**config.mk**
```make
export PLATFORM = sky130hd
export DESIGN_NAME = alu_result_writeback
export DESIGN_NICKNAME = d
export VERILOG_FILES = /design/src/rtl/alu_result_writeback_pkg.sv /design/src/rtl/alu_result_writeback_fifo.sv /design/src/rtl/alu_result_writeback.sv
export SDC_FILE = /design/constraint.sdc
export NUM_CORES = 1
export LEC_CHECK = 0
export ABC_CLOCK_PERIOD_IN_PS = 5540
export BUFFER_PORTS_ARGS = -buffer_cell sky130_fd_sc_hd__buf_2
export CELL_PAD_IN_SITES_DETAIL_PLACEMENT = 0
export CELL_PAD_IN_SITES_GLOBAL_PLACEMENT = 1
export CORE_MARGIN = 2
export CORE_UTILIZATION = 45
export DETAILED_ROUTE_END_ITERATION = 7
export GPL_TIMING_DRIVEN = 0
export PLACE_DENSITY_LB_ADDON = 0.1
export SETUP_SLACK_MARGIN = 0.5
export SLEW_MARGIN = 20
export SYNTH_ARGS = -nofsm -noshare
export SYNTH_HDL_FRONTEND = slang
export SYNTH_SLANG_ARGS = --single-unit
export TNS_END_PERCENT = 20
```
**constraint.sdc**
```tcl
create_clock -name clock -period 5.54 [get_ports clock]
set_input_delay 0.277 -clock clock [delete_from_list [all_inputs] [get_ports clock]]
set_output_delay 0.277 -clock clock [all_outputs]
set_load 0.02 [all_outputs]
```
**src/rtl/alu_result_writeback_pkg.sv**
```systemverilog
// Shared definitions for the ALU result writeback path: opcodes, bus select codes,
// FSM state encoding and opcode classification helpers.
package alu_result_writeback_pkg;

  localparam logic [3:0] OP_ADD = 4'b0000;
  localparam logic [3:0] OP_SUB = 4'b0001;
  localparam logic [3:0] OP_DIV = 4'b0010;
  localparam logic [3:0] OP_MUL = 4'b0011;
  localparam logic [3:0] OP_AND = 4'b0100;
  localparam logic [3:0] OP_OR  = 4'b0101;
  localparam logic [3:0] OP_LSR = 4'b0110;
  localparam logic [3:0] OP_ASR = 4'b0111;
  localparam logic [3:0] OP_SHL = 4'b1000;
  localparam logic [3:0] OP_ROR = 4'b1001;
  localparam logic [3:0] OP_ROL = 4'b1010;

  localparam logic [1:0] WB_SEL_GPR = 2'b00;
  localparam logic [1:0] WB_SEL_LO  = 2'b01;
  localparam logic [1:0] WB_SEL_HI  = 2'b10;

  typedef enum logic [1:0] {
    IDLE   = 2'b00,
    WB_PRI = 2'b01,
    WB_SEC = 2'b10
  } wb_state_t;

  function automatic logic is_two_write(input logic [3:0] op);
    return (op == OP_MUL) || (op == OP_DIV);
  endfunction

  function automatic logic is_valid_op(input logic [3:0] op);
    return op <= OP_ROL;
  endfunction

endpackage

```
**src/rtl/alu_result_writeback_fifo.sv**
```systemverilog
// Parameterised synchronous FIFO buffering ALU results ahead of writeback.
// DEPTH must be a power of two (pointers wrap naturally).
module alu_wb_fifo #(
  parameter int unsigned WIDTH = 8,
  parameter int unsigned DEPTH = 2
) (
  input  logic                       clock,
  input  logic                       clear,
  input  logic                       push,
  input  logic [WIDTH-1:0]           wdata,
  input  logic                       pop,
  output logic [WIDTH-1:0]           rdata,
  output logic                       full,
  output logic                       empty,
  output logic [$clog2(DEPTH):0]     count
);

  localparam int unsigned AW = $clog2(DEPTH);
  localparam int unsigned CW = AW + 1;

  logic [WIDTH-1:0] mem [DEPTH];
  logic [AW-1:0]    wr_ptr;
  logic [AW-1:0]    rd_ptr;
  logic             do_push;
  logic             do_pop;

  assign full    = (count == CW'(DEPTH));
  assign empty   = (count == '0);
  assign do_push = push && !full;
  assign do_pop  = pop && !empty;
  assign rdata   = mem[rd_ptr];

  always_ff @(posedge clock) begin
    if (do_push) mem[wr_ptr] <= wdata;
  end

  always_ff @(posedge clock) begin
    if (clear) begin
      wr_ptr <= '0;
      rd_ptr <= '0;
      count  <= '0;
    end else begin
      if (do_push) wr_ptr <= wr_ptr + AW'(1);
      if (do_pop)  rd_ptr <= rd_ptr + AW'(1);
      case ({do_push, do_pop})
        2'b10:   count <= count + CW'(1);
        2'b01:   count <= count - CW'(1);
        default: count <= count;
      endcase
    end
  end

endmodule

```
**src/rtl/alu_result_writeback.sv**
```systemverilog
// Buffers ALU results, latches them into zlow/zhigh and writes them back over a
// req/grant bus (two writes for mul/div). Optional NZ flags under ALU_WB_FLAGS_EN.
module alu_result_writeback
  import alu_result_writeback_pkg::*;
#(
  parameter int unsigned DEPTH  = 2,
  parameter int unsigned RIDX_W = 4
) (
  input  logic              clock,
  input  logic              clear,
  input  logic              in_valid,
  output logic              in_ready,
  input  logic [3:0]        in_op,
  input  logic [31:0]       in_lo,
  input  logic [31:0]       in_hi,
  input  logic [RIDX_W-1:0] in_rd,
  output logic              wb_req,
  input  logic              wb_grant,
  output logic [1:0]        wb_sel,
  output logic [RIDX_W-1:0] wb_addr,
  output logic [31:0]       wb_data,
  output logic [31:0]       zlow,
  output logic [31:0]       zhigh,
  output logic              busy
`ifdef ALU_WB_FLAGS_EN
  ,
  output logic [1:0]        flags
`endif
);

  localparam int unsigned EW = 4 + 64 + RIDX_W;
  localparam int unsigned CW = $clog2(DEPTH) + 1;

  wb_state_t         state, next_state;
  logic [EW-1:0]     f_wdata, f_rdata;
  logic              f_full, f_empty, f_pop;
  logic [CW-1:0]     f_count;
  logic [3:0]        h_op, op_q;
  logic [31:0]       h_lo, h_hi;
  logic [RIDX_W-1:0] h_rd, rd_q;
  logic              load_z;

  assign f_wdata = {in_op, in_hi, in_lo, in_rd};
  assign h_op    = f_rdata[EW-1 -: 4];
  assign h_hi    = f_rdata[RIDX_W+32 +: 32];
  assign h_lo    = f_rdata[RIDX_W +: 32];
  assign h_rd    = f_rdata[RIDX_W-1:0];

  alu_wb_fifo #(
    .WIDTH (EW),
    .DEPTH (DEPTH)
  ) u_fifo (
    .clock (clock),
    .clear (clear),
    .push  (in_valid),
    .wdata (f_wdata),
    .pop   (f_pop),
    .rdata (f_rdata),
    .full  (f_full),
    .empty (f_empty),
    .count (f_count)
  );

  assign in_ready = !f_full;
  assign busy     = (state != IDLE) || (f_count != '0);

  always_ff @(posedge clock) begin
    if (clear) begin
      state <= IDLE;
      zlow  <= '0;
      zhigh <= '0;
      op_q  <= '0;
      rd_q  <= '0;
    end else begin
      state <= next_state;
      if (load_z) begin
        zlow  <= h_lo;
        zhigh <= h_hi;
        op_q  <= h_op;
        rd_q  <= h_rd;
      end
    end
  end

`ifdef ALU_WB_FLAGS_EN
  always_ff @(posedge clock) begin
    if (clear)
      flags <= '0;
    else if (state == WB_PRI && wb_grant)
      flags <= {wb_data[31], (wb_data == '0)};
  end
`endif

  // Invalid opcodes are popped and dropped without touching Z or the bus.
  always_comb begin
    next_state = state;
    f_pop      = 1'b0;
    load_z     = 1'b0;
    wb_req     = 1'b0;
    wb_sel     = WB_SEL_GPR;
    wb_addr    = '0;
    wb_data    = '0;
    case (state)
      IDLE: begin
        if (!f_empty) begin
          f_pop = 1'b1;
          if (is_valid_op(h_op)) begin
            load_z     = 1'b1;
            next_state = WB_PRI;
          end
        end
      end
      WB_PRI: begin
        wb_req = 1'b1;
        if (is_two_write(op_q)) begin
          wb_sel  = WB_SEL_LO;
          wb_data = (op_q == OP_DIV) ? zhigh : zlow;
        end else begin
          wb_addr = rd_q;
          wb_data = zlow;
        end
        if (wb_grant) next_state = is_two_write(op_q) ? WB_SEC : IDLE;
      end
      WB_SEC: begin
        wb_req  = 1'b1;
        wb_sel  = WB_SEL_HI;
        wb_data = (op_q == OP_DIV) ? zlow : zhigh;
        if (wb_grant) next_state = IDLE;
      end
      default: next_state = IDLE;
    endcase
  end

endmodule

```
==> flow_summary_export.csv <==
group,metric,value,unit
global_route,antenna_found_initial,0,
route,drc,0,
synth,syn_area,8780,µm²
synth,synth-compound-area-share,18.2,%
worst_setup_path,critPathRequiredTime,5.26,ns
power,p_sw,2.50,mW
outcome,status,"completed",
power,total_power,6.70,mW
timing,slew_headroom,39.7,%
clock_network,cts-root-buf,"clkbuf_16",
power,pwr-share-clk,26.1,%
synth,synth_edf_count,144,
worst_setup_path,critPathLaunchType,"flop",
synth,ys_ff_latch,223,
timing,hold_slack,0.0963,ns
finish,fillers,1562,
synth,yosys.cell_types.count,34,
placement,gp_congestion,0.786,
route,vias,6074,
timing,setup_viol,0,
clock_network,cts_setup_buffers,0,
power,p_int,4.20,mW
synth,postSynthAreaPerCell,15.2,µm²
timing,fmax,354,MHz
finish,layout_common_cells,"buf_2 (187), edfxtp_1 (144), dfxtp_1 (79)",
floorplan,num_rows,51,
timing,worstMarginPinSlew,0.905,ns
timing,skew,0.0131,ns
global_route,grt.total_usage,22.8,%
global_route,grt_max_degree,41,
route,wirelength,23800,µm
worst_setup_path,crit_fanout,10,
floorplan,die_w,144,µm
route,viasPerCell,5.32,
route,drt_iter0_markers,315,
timing,rsz0062_at_grt,"false",
synth,synth_area_leader_cell,"edfxtp_1",
clock_network,cts_buffers,25,
finish,fin_nets,939,
global_route,grt_pass1_wl,35400,µm
synth,synth_warnings,0,
floorplan,core_area,19300,µm²
clock_network,clock-sinks,223,
placement,io_buffers,179,
worst_setup_path,worstSetupPathType,"reg2out",
synth,synth_top_family_by_area,"compound AO/OA/AOI/OAI gates",
global_route,grt_pass1_vias,6231,
synth,synth-async-reset-ratio,0,%
synth,synthesis.nets,657,
clock_network,clk_pin_slew,0.06,ns
power,switching_share,37.3,%
power,pwr-share-seq,37.9,%
synth,synthTopCellsByArea,"edfxtp_1 (49%), dfxtp_1 (18%), a211oi_2 (9.8%)",
route,wl_per_cell,20.8,µm
finish,synthToLayoutAreaGrowth,33.4,%
worst_setup_path,crit_chain,"inv_1 -> ha_1 -> nor2b_1 -> clkbuf_1 -> buf_2 -> a22o_1 -> buf_2",
job,max_cap_viol_count,0,
finish,layout-drive-gt1-share,35.2,%
timing,slew_violations,0,
synth,synth_cells,576,
clock_network,cts_max_path_buffers,3,
clock_network,insertion_delay,0.53,ns
power,p_comb_share,36.0,%
global_route,overflow,0,
worst_setup_path,end_kind,"output pin",
worst_setup_path,rr_worst_depth,8,
power,power.leakage,4.42,nW
hold_path,hold_class,"in2reg",
worst_setup_path,crit_path_frequent_cell,"buf_2",
finish,final_common_cell,"buf_2",
floorplan,die_area,20600,µm²
placement,placed_area,10100,µm²
power,vdd_drop_max,0.316,mV
floorplan,die_height,144,µm
worst_setup_path,cpMaxStageDelayCell,"ha_1",
worst_setup_path,critPathMaxStageDelay,0.37,ns
floorplan,initial_utilization,45.4,%
clock_network,cts_tree,"yes",
synth,synthMuxAreaShare,8.32,%
synth,yosysTopAreaCellShare,49.3,%
timing,final_hold_viol_count,0,
synth,yosysSeqAreaShare,67.3,%
synth,synth_adder_area_share,0.713,%
route,ant_nets,0,
finish,fin_area,11700,µm²
hold_path,hold_path_depth,3,
timing,finalCritPeriodShare,51.0,%
synth,synth-xor-area-share,0.399,%
floorplan,ios,181,
worst_setup_path,worst-endpoint-arrival,2.55,ns
synth,synth_simple_gate_area_share,2.02,%
route,drt-pass1-iter-count,4,
synth,synthFlopType,"edfxtp_1",
timing,min_period,2.83,ns
power,power.density,572,nW/µm²
finish,diodes,0,
clock_network,h-tree-depth,1,
clock_network,cts_resized,0,
placement,dp_hpwl,15800,µm
[critical path, delay by kind of cell, from the launching register on]
| family | cells | cell delay [ns] |
|---|---|---|
| adders and majority gates | 1 | 0.37 |
| buffers and inverters | 4 | 0.85 |
| and+or+nand+nor | 1 | 0.22 |
| DFF | 1 | 0.35 |
| AOI/OAI and AO/OA | 1 | 0.23 |
[Yosys cell counts (all sizes together), types with 5 or more instances]
| library cell | number |
|---|---|
| edfxtp | 144 |
| dfxtp | 79 |
| a21oi | 74 |
| mux2i | 73 |
| a211oi | 71 |
| a22o | 32 |
| clkbuf | 30 |
| buf | 19 |
| nor2 | 8 |
| and2 | 5 |
| ha | 5 |
| o21ai | 5 |
[layout make-up]
class                      count  area (µm²)  share of cell area (%)
clock inverter                11         201                    1.72
tap                          265         332                    2.83
buffer                        49         258                    2.20
inverter                       4        15.0                   0.128
multi-input combinational    300        2610                    22.3
clock buffer                  35         673                    5.75
sequential                   223        5910                    50.4
timing repair buffer         255        1710                    14.6
[registers in the layout, summed over array words and instances, names as in the netlist, named ones only]
signal,cells
u_fifo.rd_ptr,1
u_fifo.count,2
zhigh,32
state,2
u_fifo.mem,144
u_fifo.wr_ptr,1
zlow,32
rd_q,4
op_q,4
[stage by stage]
step / cells / worst slack [ns] / TNS [ns] / util [%]
floorplan: 576 / 1.22 / 0 / -
global placement: 1020 / -0.911 / -65.11 / 51.8
detailed placement: 1024 / 3.07 / 0 / 52.3
CTS: 1142 / 2.70 / 0 / 60.6
global route: 1142 / 2.52 / 0 / 60.6
finish: 1142 / 2.71 / 0 / 60.6
[what timing repair did]
action | 4_1_cts | 5_1_grt
endpoints found under the setup margin | 0 | 0
hold endpoints to repair | 144 | 0
hold buffers | 72 | 0
[path summary, 6_finish.rpt]
check                                   end  slack, ns  startpoint
worst max-delay path            wb_data[16]       2.71    state[0]
worst min-delay path               state[0]        0.1    wb_grant
worst max register to register     zlow[30]       3.05    state[0]
worst min register to register      op_q[2]       0.51     op_q[2]
[kinds of logic (layout without fill, tap and decap cells)]
logic type | Yosys count | in the layout
buffers and inverters | 53 | 354
AOI/OAI and AO/OA | 187 | 187
muxes | 73 | 73
and+or+nand+nor | 31 | 31
xor gates and xnor gates | 4 | 4
adders and majority gates | 5 | 5
DFF | 223 | 223
[layer usage]
metal	vias up	global-route usage, %	wire [µm]
met5	-	0	0
li1	2810	-	-
met3	39	4.37	1340
met4	0	6.30	618
met2	201	38.8	11700
met1	3024	29.9	10100
[power groups by stage]
stage | sequential (mW) | combinational [mW] | clock (mW)
final | 2.54 | 2.41 | 1.75
after detailed placement | 2.56 | 2.38 | 0
after floorplan | 2.75 | 1.36 | 0
after global placement | 2.58 | 2.28 | 0
after global routing | 2.58 | 2.60 | 1.85
after CTS | 2.53 | 2.43 | 1.78
Power figures use the tool's default switching activity.
